[config.mk]
export PLATFORM = sky130hd
export DESIGN_NAME = lives_manager_flat
export DESIGN_NICKNAME = d
export VERILOG_FILES = /design/src/rtl/lives_manager_if.sv /design/src/rtl/lives_manager.sv /design/src/flat_wrapper.sv
export SDC_FILE = /design/constraint.sdc
export NUM_CORES = 1
export LEC_CHECK = 0
export ABC_CLOCK_PERIOD_IN_PS = 5300
export CORE_MARGIN = 4
export CORE_UTILIZATION = 50
export DETAILED_ROUTE_END_ITERATION = 10
export PLACE_DENSITY = 0.68
export SLEW_MARGIN = 20
export SYNTH_ARGS = -nofsm -noshare
export SYNTH_HDL_FRONTEND = slang
export SYNTH_SLANG_ARGS = --single-unit
[constraint.sdc]
create_clock -name clk -period 5.3 [get_ports clk]
set_input_delay 0.53 -clock clk [delete_from_list [all_inputs] [get_ports clk]]
set_output_delay 0.53 -clock clk [all_outputs]
set_load 0.1 [all_outputs]
[src/rtl/lives_manager_if.sv]
// Purpose: event/status bundle between game logic, lives_manager and the LED controller.
// Ports: start/hit/extra_life event pulses in; lives/invulnerable/game_over/life_lost status out.
// master = event producer / status consumer, slave = lives_manager.
interface lives_manager_if;
  logic       start;
  logic       hit;
  logic       extra_life;
  logic [2:0] lives;
  logic       invulnerable;
  logic       game_over;
  logic       life_lost;

  modport master (
    output start, hit, extra_life,
    input  lives, invulnerable, game_over, life_lost
  );

  modport slave (
    input  start, hit, extra_life,
    output lives, invulnerable, game_over, life_lost
  );
endinterface

[src/rtl/lives_manager.sv]
// Purpose: player-lives bookkeeping. Turns hit/bonus/start pulses into a saturating
//   lives count, a post-hit invulnerability window and a game-over flag.
// Ports: clk, reset (async, active-high), bus (lives_manager_if.slave): start, hit,
//   extra_life in; lives[2:0], invulnerable, game_over, life_lost out.
// Latency: all outputs registered; an event sampled at edge N shows after edge N.
// Backpressure: none; every pulse is consumed or deliberately ignored on its edge.
module lives_manager #(
  parameter int INIT_LIVES    = 3,
  parameter int MAX_LIVES     = 7,
  parameter int INVULN_CYCLES = 50000000
) (
  input logic              clk,
  input logic              reset,
  lives_manager_if.slave   bus
);

  localparam int             TW         = $clog2(INVULN_CYCLES) + 1;
  localparam logic [TW-1:0]  TIMER_LOAD = TW'(INVULN_CYCLES - 1);
  localparam logic [2:0]     INIT_L     = 3'(INIT_LIVES);
  localparam logic [2:0]     MAX_L      = 3'(MAX_LIVES);

  typedef enum logic [1:0] {IDLE, PLAY, INVULN, OVER} state_t;

  state_t        state;
  logic [TW-1:0] timer;

  // Bonus increment that sticks at the ceiling; ">=" keeps it safe when MAX_L is 7
  // and lives+1 would otherwise wrap to 0.
  function automatic logic [2:0] inc_sat(input logic [2:0] v);
    return (v >= MAX_L) ? MAX_L : v + 3'd1;
  endfunction

  always_ff @(posedge clk or posedge reset) begin
    if (reset) begin
      state            <= IDLE;
      timer            <= '0;
      bus.lives        <= INIT_L;
      bus.invulnerable <= 1'b0;
      bus.game_over    <= 1'b0;
      bus.life_lost    <= 1'b0;
    end else begin
      bus.life_lost <= 1'b0;
      if (bus.start) begin
        // start wins over everything, including a concurrent hit/bonus.
        state            <= PLAY;
        timer            <= '0;
        bus.lives        <= INIT_L;
        bus.invulnerable <= 1'b0;
        bus.game_over    <= 1'b0;
      end else begin
        case (state)
          IDLE: ;
          PLAY: begin
            if (bus.hit) begin
              bus.life_lost <= 1'b1;
              if (bus.extra_life) begin
                // Hit and bonus cancel: count unchanged, but the hit still
                // opens the immunity window.
                state            <= INVULN;
                timer            <= TIMER_LOAD;
                bus.invulnerable <= 1'b1;
              end else if (bus.lives == 3'd1) begin
                state         <= OVER;
                bus.lives     <= 3'd0;
                bus.game_over <= 1'b1;
              end else begin
                state            <= INVULN;
                timer            <= TIMER_LOAD;
                bus.lives        <= bus.lives - 3'd1;
                bus.invulnerable <= 1'b1;
              end
            end else if (bus.extra_life) begin
              bus.lives <= inc_sat(bus.lives);
            end
          end
          INVULN: begin
            // Hits are swallowed here; bonuses still count.
            if (bus.extra_life) begin
              bus.lives <= inc_sat(bus.lives);
            end
            // Loaded with N-1 and left on the edge that sees 0, giving N cycles.
            if (timer == '0) begin
              state            <= PLAY;
              bus.invulnerable <= 1'b0;
            end else begin
              timer <= timer - 1'b1;
            end
          end
          OVER: ;
          default: state <= IDLE;
        endcase
      end
    end
  end

endmodule

[src/flat_wrapper.sv]
// flat-port wrapper written by rule: the top's interface ports become plain ports
module lives_manager_flat 
#(
  parameter int INIT_LIVES    = 3,
  parameter int MAX_LIVES     = 7,
  parameter int INVULN_CYCLES = 50000000
)
  (clk, reset, bus_start, bus_hit, bus_extra_life, bus_lives, bus_invulnerable, bus_game_over, bus_life_lost);
  lives_manager_if bus_i ();
  input logic clk;
  input logic reset;
  input wire logic [$bits(bus_i.start)-1:0] bus_start;
  input wire logic [$bits(bus_i.hit)-1:0] bus_hit;
  input wire logic [$bits(bus_i.extra_life)-1:0] bus_extra_life;
  output wire logic [$bits(bus_i.lives)-1:0] bus_lives;
  output wire logic [$bits(bus_i.invulnerable)-1:0] bus_invulnerable;
  output wire logic [$bits(bus_i.game_over)-1:0] bus_game_over;
  output wire logic [$bits(bus_i.life_lost)-1:0] bus_life_lost;
  assign bus_i.start = bus_start;
  assign bus_i.hit = bus_hit;
  assign bus_i.extra_life = bus_extra_life;
  assign bus_lives = bus_i.lives;
  assign bus_invulnerable = bus_i.invulnerable;
  assign bus_game_over = bus_i.game_over;
  assign bus_life_lost = bus_i.life_lost;
  lives_manager #(.INIT_LIVES(INIT_LIVES), .MAX_LIVES(MAX_LIVES), .INVULN_CYCLES(INVULN_CYCLES)) u_core (.clk(clk), .reset(reset), .bus(bus_i));
endmodule
==> results by group, run 1 <==
CTS
  • CTS tree: done
  • Post-CTS setup buffers: 0
  • CTS H-tree lvls: 2
  • Max clock buf depth: 2
  • CTS Buf Count: 5
  • Clk root buf: clkbuf_8
  • Post-CTS sizing: 0
  • Clock slew at reported path FFs: 70 ps
  • Clk sinks: 35
  • Hold-fix buffers at CTS: 0
  • Worst skew pair latency: a little under 300 ps

Place
  • Placer Congestion: 0.872
  • DP Area: 0.00242 sq mm
  • HPWL Detailed: 3860 um
  • PortBufs: 10
  • DP Worst Slack: between 2000 and 2500 ps

STA
  • Fin. Hold Viols: 0
  • PnR worst setup slack: approximately 2400 ps
  • Final setup viols: 0
  • Max_slew headroom: 32.4%
  • Max Fclk: 339 MHz
  • Final period util: a little under three fifths
  • Final Skew: between 8 and 9 ps
  • Worst-Margin Slew: a little over 1000 ps
  • RSZ-0062 raised after global routing: false
  • Tmin final: around 2900 ps
  • Final TNS setup: 0 ps
  • Final Max Slew Viols: 0
  • Worst hold slack: between 500 and 600 ps

Logic synthesis
  • Net Count, Synth: ~260
  • Synthesis-stage register bit count: 35
  • Number of synthesized flops with an enable pin: 0
  • Sequential-to-total area share from yosys stat: 37.7%
  • Post-Syn Area: between 0.002 and 0.0025 sq mm
  • Avg Cell Area, Syn: ~9.2 sq um
  • Syn Inst Count: between 200 and 300
  • Ys async rst share: 100%
  • Cell variety after synth: 64
  • Prevailing post-synth register cell: dfrtp_1
  • Synth warnings: 0

Route
  • Drt drc: 0
  • Wire per inst: 18.4 um
  • Routed Antenna Nets: 0
  • Drt pass-1 iters: 5
  • DRT iter0 DRCs: 308
  • Routed WL: between 5000 and 6000 um
  • Routed vias: just over 2,000
  • Number of vias per cell: 6.64

Cells and area
  • Fillcell total: between 300 and 400
  • Post-layout net count: 267
  • Layout area overhead: 7.51%
  • Ant. Diodes: 0
  • Reg area: 878 sq um
  • Multi-input gate area: 0.00132 sq mm
  • Finished Cell Area: 0.00251 sq mm
  • Share of layout cells above drive strength 1: between 10 and 15%

Worst setup path
  • Slowest-stage cell, CP: and2_1
  • CP cell instances: inv_1 -> ha_1 -> nor4b_1 -> and2_1 -> a31oi_4 -> nor2_8 -> mux2_4
  • Arr. time, crit path: ~3100 ps
  • Reg2reg path depth: 7
  • WS Path Type: reg -> reg
  • Buf/Inv on CP: 1
  • CP max stage delay: about 610 ps
  • CP startpoint kind: flip-flop
  • CP max FO: 16
  • CP required: 5480 ps
  • CP Depth: 7
  • Largest delay share family, worst path: simple AND/OR/NAND/NOR gates
  • Worst setup EP type: flip-flop

Die
  • # IOs: 11
  • Placement row count: 24
  • Die ar.: between 0.005 and 0.006 sq mm
  • Core ar.: between 0.004 and 0.005 sq mm
  • Starting Density: a little over half
  • Chip height: ~76 um
  • Die X-Extent: between 70 and 80 um

Worst hold path
  • Hold Crit Depth: 1
  • Min-Delay Path Class: reg -> reg

Pwr
  • Final Power: 907 uW
  • Leak pwr: between 0.0009 and 0.001 uW
  • Maximum VDD drop: 0.433 mV
  • PwrDens: about 360 mW/mm^2

Outcome
  • Status: finished, final reports clean

GRT
  • Initial antenna violation count: 0
  • First-pass GRT wire length: between 9000 and 10,000 um
  • Vias in the first global route: 1,925
  • Global Route Usage Sum: about a fifth
  • Congestion Overflow GR: 0
  • Largest net degree at the start of global routing: 36

Run
  • Max-cap violation count: 0
## metal layers
layer	track usage (%)	part of all wire (%)
met5	0	0
met4	7.79	2.1
met3	4.26	6.5
met2	30.4	46
met1	29.6	46
## cell usage after synthesis (2+ instances only)
cell	n	share of area, %
dfrtp_1	33	35
a21oi_1	18	3.9
nor2_1	16	2.6
nand2_1	14	2.3
inv_1	12	1.9
nand3_1	12	2.6
nor3_1	11	2.4
clkbuf_1	8	1.3
o21ai_0	7	1.5
o22ai_1	7	1.9
a22o_1	6	2.3
nor4_1	6	1.6
or4_1	6	1.9
a31oi_1	5	1.3
ha_1	5	2.7
o21a_1	5	1.6
a211oi_1	4	1.3
nand4_1	4	1.1
o211ai_1	4	1.3
buf_2	3	0.64
buf_6	3	1.4
nand3b_1	3	0.97
nor2b_1	3	0.81
o21ai_1	3	0.64
o31ai_1	3	0.97
or3_1	3	0.81
a21o_1	2	0.64
a311oi_1	2	0.75
a31o_2	2	0.75
a41oi_1	2	0.75
and3_1	2	0.54
buf_1	2	0.32
dfstp_2	2	2.3
mux2i_1	2	0.86
nand2b_1	2	0.54
nor4_4	2	1.8
nor4b_1	2	0.75
xnor2_1	2	0.75
## state kept, by name, summed over array words and instances (netlist names)
| signal | cells |
|---|---|
| u_core.bus.lives | 3 |
| u_core.bus.life_lost | 1 |
| u_core.state | 2 |
| u_core.bus.game_over | 1 |
| u_core.bus.invulnerable | 1 |
| u_core.timer | 27 |
## final cells by class
type	instances	area share, %
Inverter	12	1.80
Clock buffer	7	3.05
Sequential cell	35	35.0
Clock inverter	1	0.200
Tap cell	52	2.60
Timing Repair Buffer	12	4.59
Multi-Input combinational cell	191	52.7
## kinds of logic (layout without fill, tap and decap cells)
logic type | after synthesis | after routing | share of synthesized area (%)
AOI/OAI and AO/OA | 84 | 84 | 25.9
xor gates and xnor gates | 2 | 2 | 0.752
DFF | 35 | 35 | 37.7
muxes | 3 | 3 | 1.50
adders and majority gates | 5 | 5 | 2.68
buffers and inverters | 28 | 32 | 5.64
and+or+nand+nor | 97 | 97 | 25.9
## per-stage QoR
stage	cells	utilization [%]
after floorplan	254	-
after global placement	302	54.6
after detailed placement	302	54.6
after CTS	310	56.4
after global routing	310	56.4
final	310	56.4
## cell usage in the layout, fill, tap and decap left out, types with 4 or more instances in the layout
cell and n:
dfrtp_1 33, a21oi_1 18, nor2_1 16, nand2_1 14, inv_1 12, nand3_1 12, nor3_1 11, clkdlybuf4s50_1 10
o21ai_0 7, o22ai_1 7, nor4_1 6, or4_1 6, a22o_1 6, a31oi_1 5, o21a_1 5, ha_1 5
clkbuf_8 5, nand4_1 4, a211oi_1 4, o211ai_1 4
## path summary, 6_finish.rpt
kind	startpoint	end	slack [ps]
worst min-delay path	u_core.timer[7]	u_core.timer[7]	540
worst max-delay path	u_core.timer[0]	u_core.timer[0]	2350
worst min register to register	u_core.timer[7]	u_core.timer[7]	540
min in group asynchronous	reset	u_core.timer[1]	630
max in group asynchronous	reset	u_core.bus.lives[0]	4320
worst max register to register	u_core.timer[0]	u_core.timer[0]	2350
## where the power goes
part	leakage (uW)	switching (uW)	total, uW	internal (uW)
sequential	0.000452	54.5	363	309
clock	0.0000422	97.2	189	92.2
combinational	0.000500	238	355	116
total	0.000994	390	907	517
(Power assumes the default switching activity.)
==> inputs of run 2 (changes only) <==
- ABC_CLOCK_PERIOD_IN_PS: 5300 -> 2450
- PLACE_DENSITY: 0.68 -> 0.71
- clock period: 5.3 -> 2.45 ns (I/O delays scaled with it)
==> run 2 against run 1 <==
Against the previous run:
- wire length grew 2.9%
- sequential share of layout area shrank 2.4 points
- maximum frequency grew 26%
- combinational power grew 150%
- cell area grew 8.4%
- non-clock buffer count grew 24
- sequential cell count is the same
- critical endpoint is now u_core.timer[23]
- total power grew 130%
- sequential power grew 120%
- clock skew is essentially flat
- die area is the same
- via count grew 3.1%
==> results by group, run 2 (synthesized netlist as in run 1, its figures left out) <==
Worst setup path
  • Arr. time, crit path: 2550 ps (-580 ps)
  • Crit path launch: u_core.timer[11]
  • CP required: 2670 ps (-2810 ps)
  • RR Startpoint: u_core.timer[11]
  • Worst setup EP type: flip-flop
  • CP max FO: 5 (-11)
  • CP startpoint kind: flip-flop
  • WS Path Type: reg -> reg

STA
  • Final TNS setup: 0 ps (unchanged)
  • Final period util: 95.3% (+40 points)
  • Fin. Hold Viols: 0 (unchanged)
  • Final Max Slew Viols: 0 (unchanged)
  • Final Skew: 8.38 ps (-0.390 ps)
  • Max_slew headroom: 59.8% (+27 points)
  • Max Fclk: 428 MHz (+26%)
  • Tmin final: 2340 ps (-611 ps)
  • Final setup viols: 0 (unchanged)
  • RSZ-0062 raised after global routing: false
  • Worst hold slack: 347 ps (-198 ps)
  • Worst-Margin Slew: 598 ps (-414 ps)

Cells and area
  • Max reg flops: 27 (unchanged)
  • Commonest cells after routing, fill and taps aside: dfrtp_1 (33), buf_4 (31), a21oi_1 (18)
  • Largest regs: u_core.timer x27, u_core.bus.lives x3, u_core.state x2
  • Share of layout cells above drive strength 1: 21.0% (+11 points)
  • Post-layout net count: 291 (+9.0%)
  • Commonest non-fill, non-tap cell in the layout: dfrtp_1
  • Reg with most FFs: u_core.timer
  • Ant. Diodes: 0 (unchanged)
  • Finished Cell Area: 0.00272 sq mm (+8.4%)
  • Layout area overhead: 16.5%
  • Fillcell total: 377 (-4.3%)

Place
  • DP Area: 0.00262 sq mm (+8.2%)
  • HPWL Detailed: 4150 um (+7.5%)
  • Placer Congestion: 0.884 (+1.3%)
  • PortBufs: 10 (unchanged)

CTS
  • Clk root buf: clkbuf_8
  • CTS Buf Count: 5 (unchanged)
  • Post-CTS setup buffers: 0 (unchanged)
  • Worst skew pair latency: 290 ps (about the same)
  • Clock slew at reported path FFs: 70 ps (about the same)
  • CTS H-tree lvls: 2 (unchanged)
  • Hold-fix buffers at CTS: 0 (unchanged)
  • CTS tree: done
  • Clk sinks: 35 (unchanged)
  • Max clock buf depth: 2 (unchanged)

GRT
  • Initial antenna violation count: 0 (unchanged)
  • Global Route Usage Sum: 21.1% (+0.48 points)
  • Vias in the first global route: 2,053 (+6.6%)
  • Largest net degree at the start of global routing: 36 (unchanged)
  • Congestion Overflow GR: 0 (unchanged)
  • First-pass GRT wire length: 9970 um (+2.5%)

Die
  • Core ar.: 0.00444 sq mm (unchanged)
  • Die ar.: 0.00582 sq mm (unchanged)
  • # IOs: 11 (unchanged)
  • Die X-Extent: 76.3 um (unchanged)
  • Starting Density: 52.4% (unchanged)
  • Placement row count: 24 (unchanged)
  • Chip height: 76.3 um (unchanged)

Route
  • Routed WL: 5860 um (+2.9%)
  • Drt drc: 0 (unchanged)
  • Drt pass-1 iters: 4 (-1)
  • DRT iter0 DRCs: 201 (-35%)
  • Routed vias: 2,123 (+3.1%)
  • Routed Antenna Nets: 0 (unchanged)
  • Number of vias per cell: 6.38 (-4.0%)
  • Wire per inst: 17.6 um (-4.2%)

Pwr
  • Maximum VDD drop: 0.703 mV (+62%)
  • Final Power: 2100 uW (+130%)
  • PwrDens: 773 mW/mm^2 (+110%)
  • Leak pwr: 0.00113 uW (+14%)

Worst hold path
  • Min-Delay Path Class: in -> async

Outcome
  • Status: finished, final reports clean

Run
  • Max-cap violation count: 0 (unchanged)
==> run 2: repair_timing <==
action | CTS | global route
resized for setup | 0 | 1
setup endpoints to repair | 0 | 1
endpoints found under the hold margin | 0 | 0
==> run 2: per-stage QoR <==
stage,util [%],cells,worst slack [ps]
after CTS,61.0,333,122
after global placement,59.0,326,176
after detailed placement,59.0,326,122
after floorplan,-,254,-120
final,61.1,333,114
after global routing,61.1,333,17.3
==> run 2: routing by layer <==
layer,vias up,GRT usage [%],wire length [um]
met2,58,35.0,2830
met4,0,7.79,100
met5,-,0,0
met1,1023,27.2,2630
li1,1033,-,-
met3,9,4.14,307
==> run 2: report_power, final <==
part / switching (uW) / internal, uW / leakage, uW
clock network: 219 / 221 / 0.0000470
registers: 110 / 677 / 0.000452
logic: 549 / 325 / 0.000632
total: 877 / 1220 / 0.00113
==> run 2: area by class of cell <==
cell class	instances	area (sq um)	area share, %
Multi-Input combinational cell	191	1340	49.3
Sequential cell	35	886	32.6
Timing Repair Buffer	36	293	10.8
Clock buffer	6	82.6	3.04
Tap cell	52	65.1	2.40
Inverter	12	45.0	1.66
Clock inverter	1	5.00	0.184
==> run 2: final timing paths <==
kind                                                end  slack, ps  depth (start not counted)
worst max-delay path                   u_core.timer[23]        110                          6
worst min-delay path                   u_core.timer[23]        350                          3
worst max register to register         u_core.timer[23]        110                          6
worst min register to register  u_core.bus.invulnerable        530                          2
max in group asynchronous           u_core.bus.lives[0]       1770                          3
min in group clk                u_core.bus.invulnerable        530                          2
==> run 2: worst max-delay path, cell delays in order, from the launching register on <==
cell and delay [ps]:
dfrtp_1 410, or4_1 600, buf_4 190, or4_4 530
nor4_4 240, o22ai_1 110, a21oi_1 180
==> inputs of run 3 (changes only) <==
- CORE_MARGIN: 4 -> 2
==> run 3 against run 2 <==
Against the previous run:
- non-clock buffer count decreased by 1
- final cell count unchanged
- first-iteration DRC count decreased by 33%
- critical path depth unchanged
- clock power decreased by 5.9%
- die area decreased by 10%
- critical endpoint is now u_core.timer[0]
- largest power group unchanged
==> results by group, run 3 (synthesized netlist as in run 1, its figures left out) <==
Outcome
  • Status: finished, final reports clean

Place
  • HPWL Detailed: 4110 um (-0.96%)
  • DP Area: 0.00262 sq mm (-0.29%)
  • Placer Congestion: 0.839 (-5.0%)
  • PortBufs: 10 (unchanged)
  • Cell Count Post-Placement: 325 (-0.31%)

Die
  • Starting Density: 52.8% (+0.36 points)
  • Die ar.: 0.00522 sq mm (-10%)
  • # IOs: 11 (unchanged)
  • Chip height: 72.3 um (-5.2%)
  • Placement row count: 24 (unchanged)
  • Core ar.: 0.00441 sq mm (-0.68%)
  • Die X-Extent: 72.3 um (-5.2%)

GRT
  • First-pass GRT wire length: 10,100 um (+1.5%)
  • Vias in the first global route: 2,036 (-0.83%)
  • Global Route Usage Sum: 25.2% (+4.1 points)
  • Largest net degree at the start of global routing: 36 (unchanged)
  • Congestion Overflow GR: 0 (unchanged)
  • Initial antenna violation count: 0 (unchanged)

STA
  • Worst-Margin Slew: 650 ps (+51.7 ps)
  • Final Skew: 8.67 ps (+0.289 ps)
  • Final Max Slew Viols: 0 (unchanged)
  • Fin. Hold Viols: 0 (unchanged)
  • Final period util: 94.9% (-0.40 points)
  • RSZ-0062 raised after global routing: false
  • Max_slew headroom: 56.3% (-3.5 points)
  • Final setup viols: 0 (unchanged)
  • Tmin final: 2330 ps (-9.79 ps)
  • Max Fclk: 430 MHz (+0.42%)

Cells and area
  • Final Non-Filler Cells: 333 (unchanged)
  • Post-layout net count: 290 (-0.34%)
  • Ant. Diodes: 0 (unchanged)
  • Largest regs: u_core.timer x27, u_core.bus.lives x3, u_core.state x2
  • Reg with most FFs: u_core.timer
  • Max reg flops: 27 (unchanged)
  • Layout area overhead: 15.9%
  • Finished Cell Area: 0.00270 sq mm (-0.55%)
  • Fillcell total: 388 (+2.9%)
  • Commonest non-fill, non-tap cell in the layout: dfrtp_1
  • Commonest cells after routing, fill and taps aside: dfrtp_1 (33), buf_4 (30), a21oi_1 (18)
  • Share of layout cells above drive strength 1: 20.6% (-0.36 points)

Run
  • Max-cap violation count: 0 (unchanged)

CTS
  • Clock slew at reported path FFs: 70 ps (about the same)
  • CTS H-tree lvls: 2 (unchanged)
  • Clk sinks: 35 (unchanged)
  • Worst skew pair latency: 290 ps (about the same)
  • Clk root buf: clkbuf_8
  • Max clock buf depth: 2 (unchanged)
  • CTS Buf Count: 5 (unchanged)
  • CTS tree: done

Worst setup path
  • WS Path Type: reg -> reg
  • CP startpoint kind: flip-flop
  • Worst setup EP type: flip-flop
  • Reg2reg path depth: 6 (unchanged)
  • CP required: 2630 ps (-40 ps)
  • Arr. time, crit path: 2510 ps (-40 ps)
  • CP max FO: 11 (+6)

Route
  • Drt drc: 0 (unchanged)
  • Routed Antenna Nets: 0 (unchanged)
  • Routed vias: 2,170 (+2.2%)
  • Routed WL: 6010 um (+2.5%)
  • DRT iter0 DRCs: 135 (-33%)
  • Number of vias per cell: 6.52 (+2.2%)
  • Drt pass-1 iters: 4 (unchanged)
  • Wire per inst: 18.1 um (+2.5%)

Worst hold path
  • Min-Delay Path Class: in -> async

Pwr
  • Leak pwr: 0.00112 uW (-0.78%)
  • PwrDens: 768 mW/mm^2 (-0.62%)
  • Maximum VDD drop: 0.831 mV (+18%)
  • Final Power: 2070 uW (-1.2%)
run 3: cell count changes in the layout (fill, tap and decap cells not counted), sizes merged:
cell	before	now
clkbuf	6	7
buf	32	31
run 3: repair_timing:
action / CTS / global route
gates resized for setup: 0 / 2
hold buffers: 0 / 0
setup buffers: 0 / 0
endpoints found under the setup margin: 0 / 4
run 3: path summary, 6_finish.rpt:
| check | start | end | slack, ps |
|---|---|---|---|
| max | u_core.bus.lives[0] | u_core.timer[0] | 120 |
| min | reset | u_core.timer[19] | 350 |
| max reg2reg | u_core.bus.lives[0] | u_core.timer[0] | 120 |
| min reg2reg | u_core.bus.invulnerable | u_core.bus.invulnerable | 520 |
| max in group asynchronous | reset | u_core.bus.lives[0] | 1760 |
| min in group clk | u_core.bus.invulnerable | u_core.bus.invulnerable | 520 |
run 3: worst max-delay path, stage by stage (launching register included):
cell and delay, ps:
dfstp_4 660, ha_4 130, or3b_4 410, and3_1 180, or2_4 330, nor2_8 190, mux2_4 320
run 3: stage by stage:
stage | hold slack [ps] | worst slack [ps] | utilization, % | setup TNS [ps]
5_1_grt | 433 | 46.7 | 61.2 | 0
3_3_place_gp | 495 | 150 | 59.2 | 0
6_report | 348 | 124 | 61.2 | 0
4_1_cts | 372 | 108 | 61.1 | 0
3_5_place_dp | 515 | 122 | 59.2 | 0
2_1_floorplan | 398 | -120 | - | -132
run 3: layer usage:
metal / routed length, um / GRT usage, % / part of all wire, %
met1: 2710 / 34.7 / 45
met2: 2880 / 40.0 / 48
met3: 331 / 4.44 / 5.5
met4: 84 / 9.01 / 1.4
met5: 0 / 0 / 0
run 3: layout make-up:
class	instances	area (sq um)	share of cell area, %
Timing Repair Buffer	35	285	10.6
Clock buffer	7	76.3	2.83
Clock inverter	1	5.00	0.185
Tap cell	52	65.1	2.41
Multi-Input combinational cell	191	1340	49.6
Inverter	12	45.0	1.67
Sequential cell	35	886	32.8
run 3: power breakdown:
part / switching (uW) / internal, uW / leakage (uW)
logic: 546 / 324 / 0.000628
registers: 115 / 677 / 0.000452
clock network: 213 / 200 / 0.0000422
total: 874 / 1200 / 0.00112
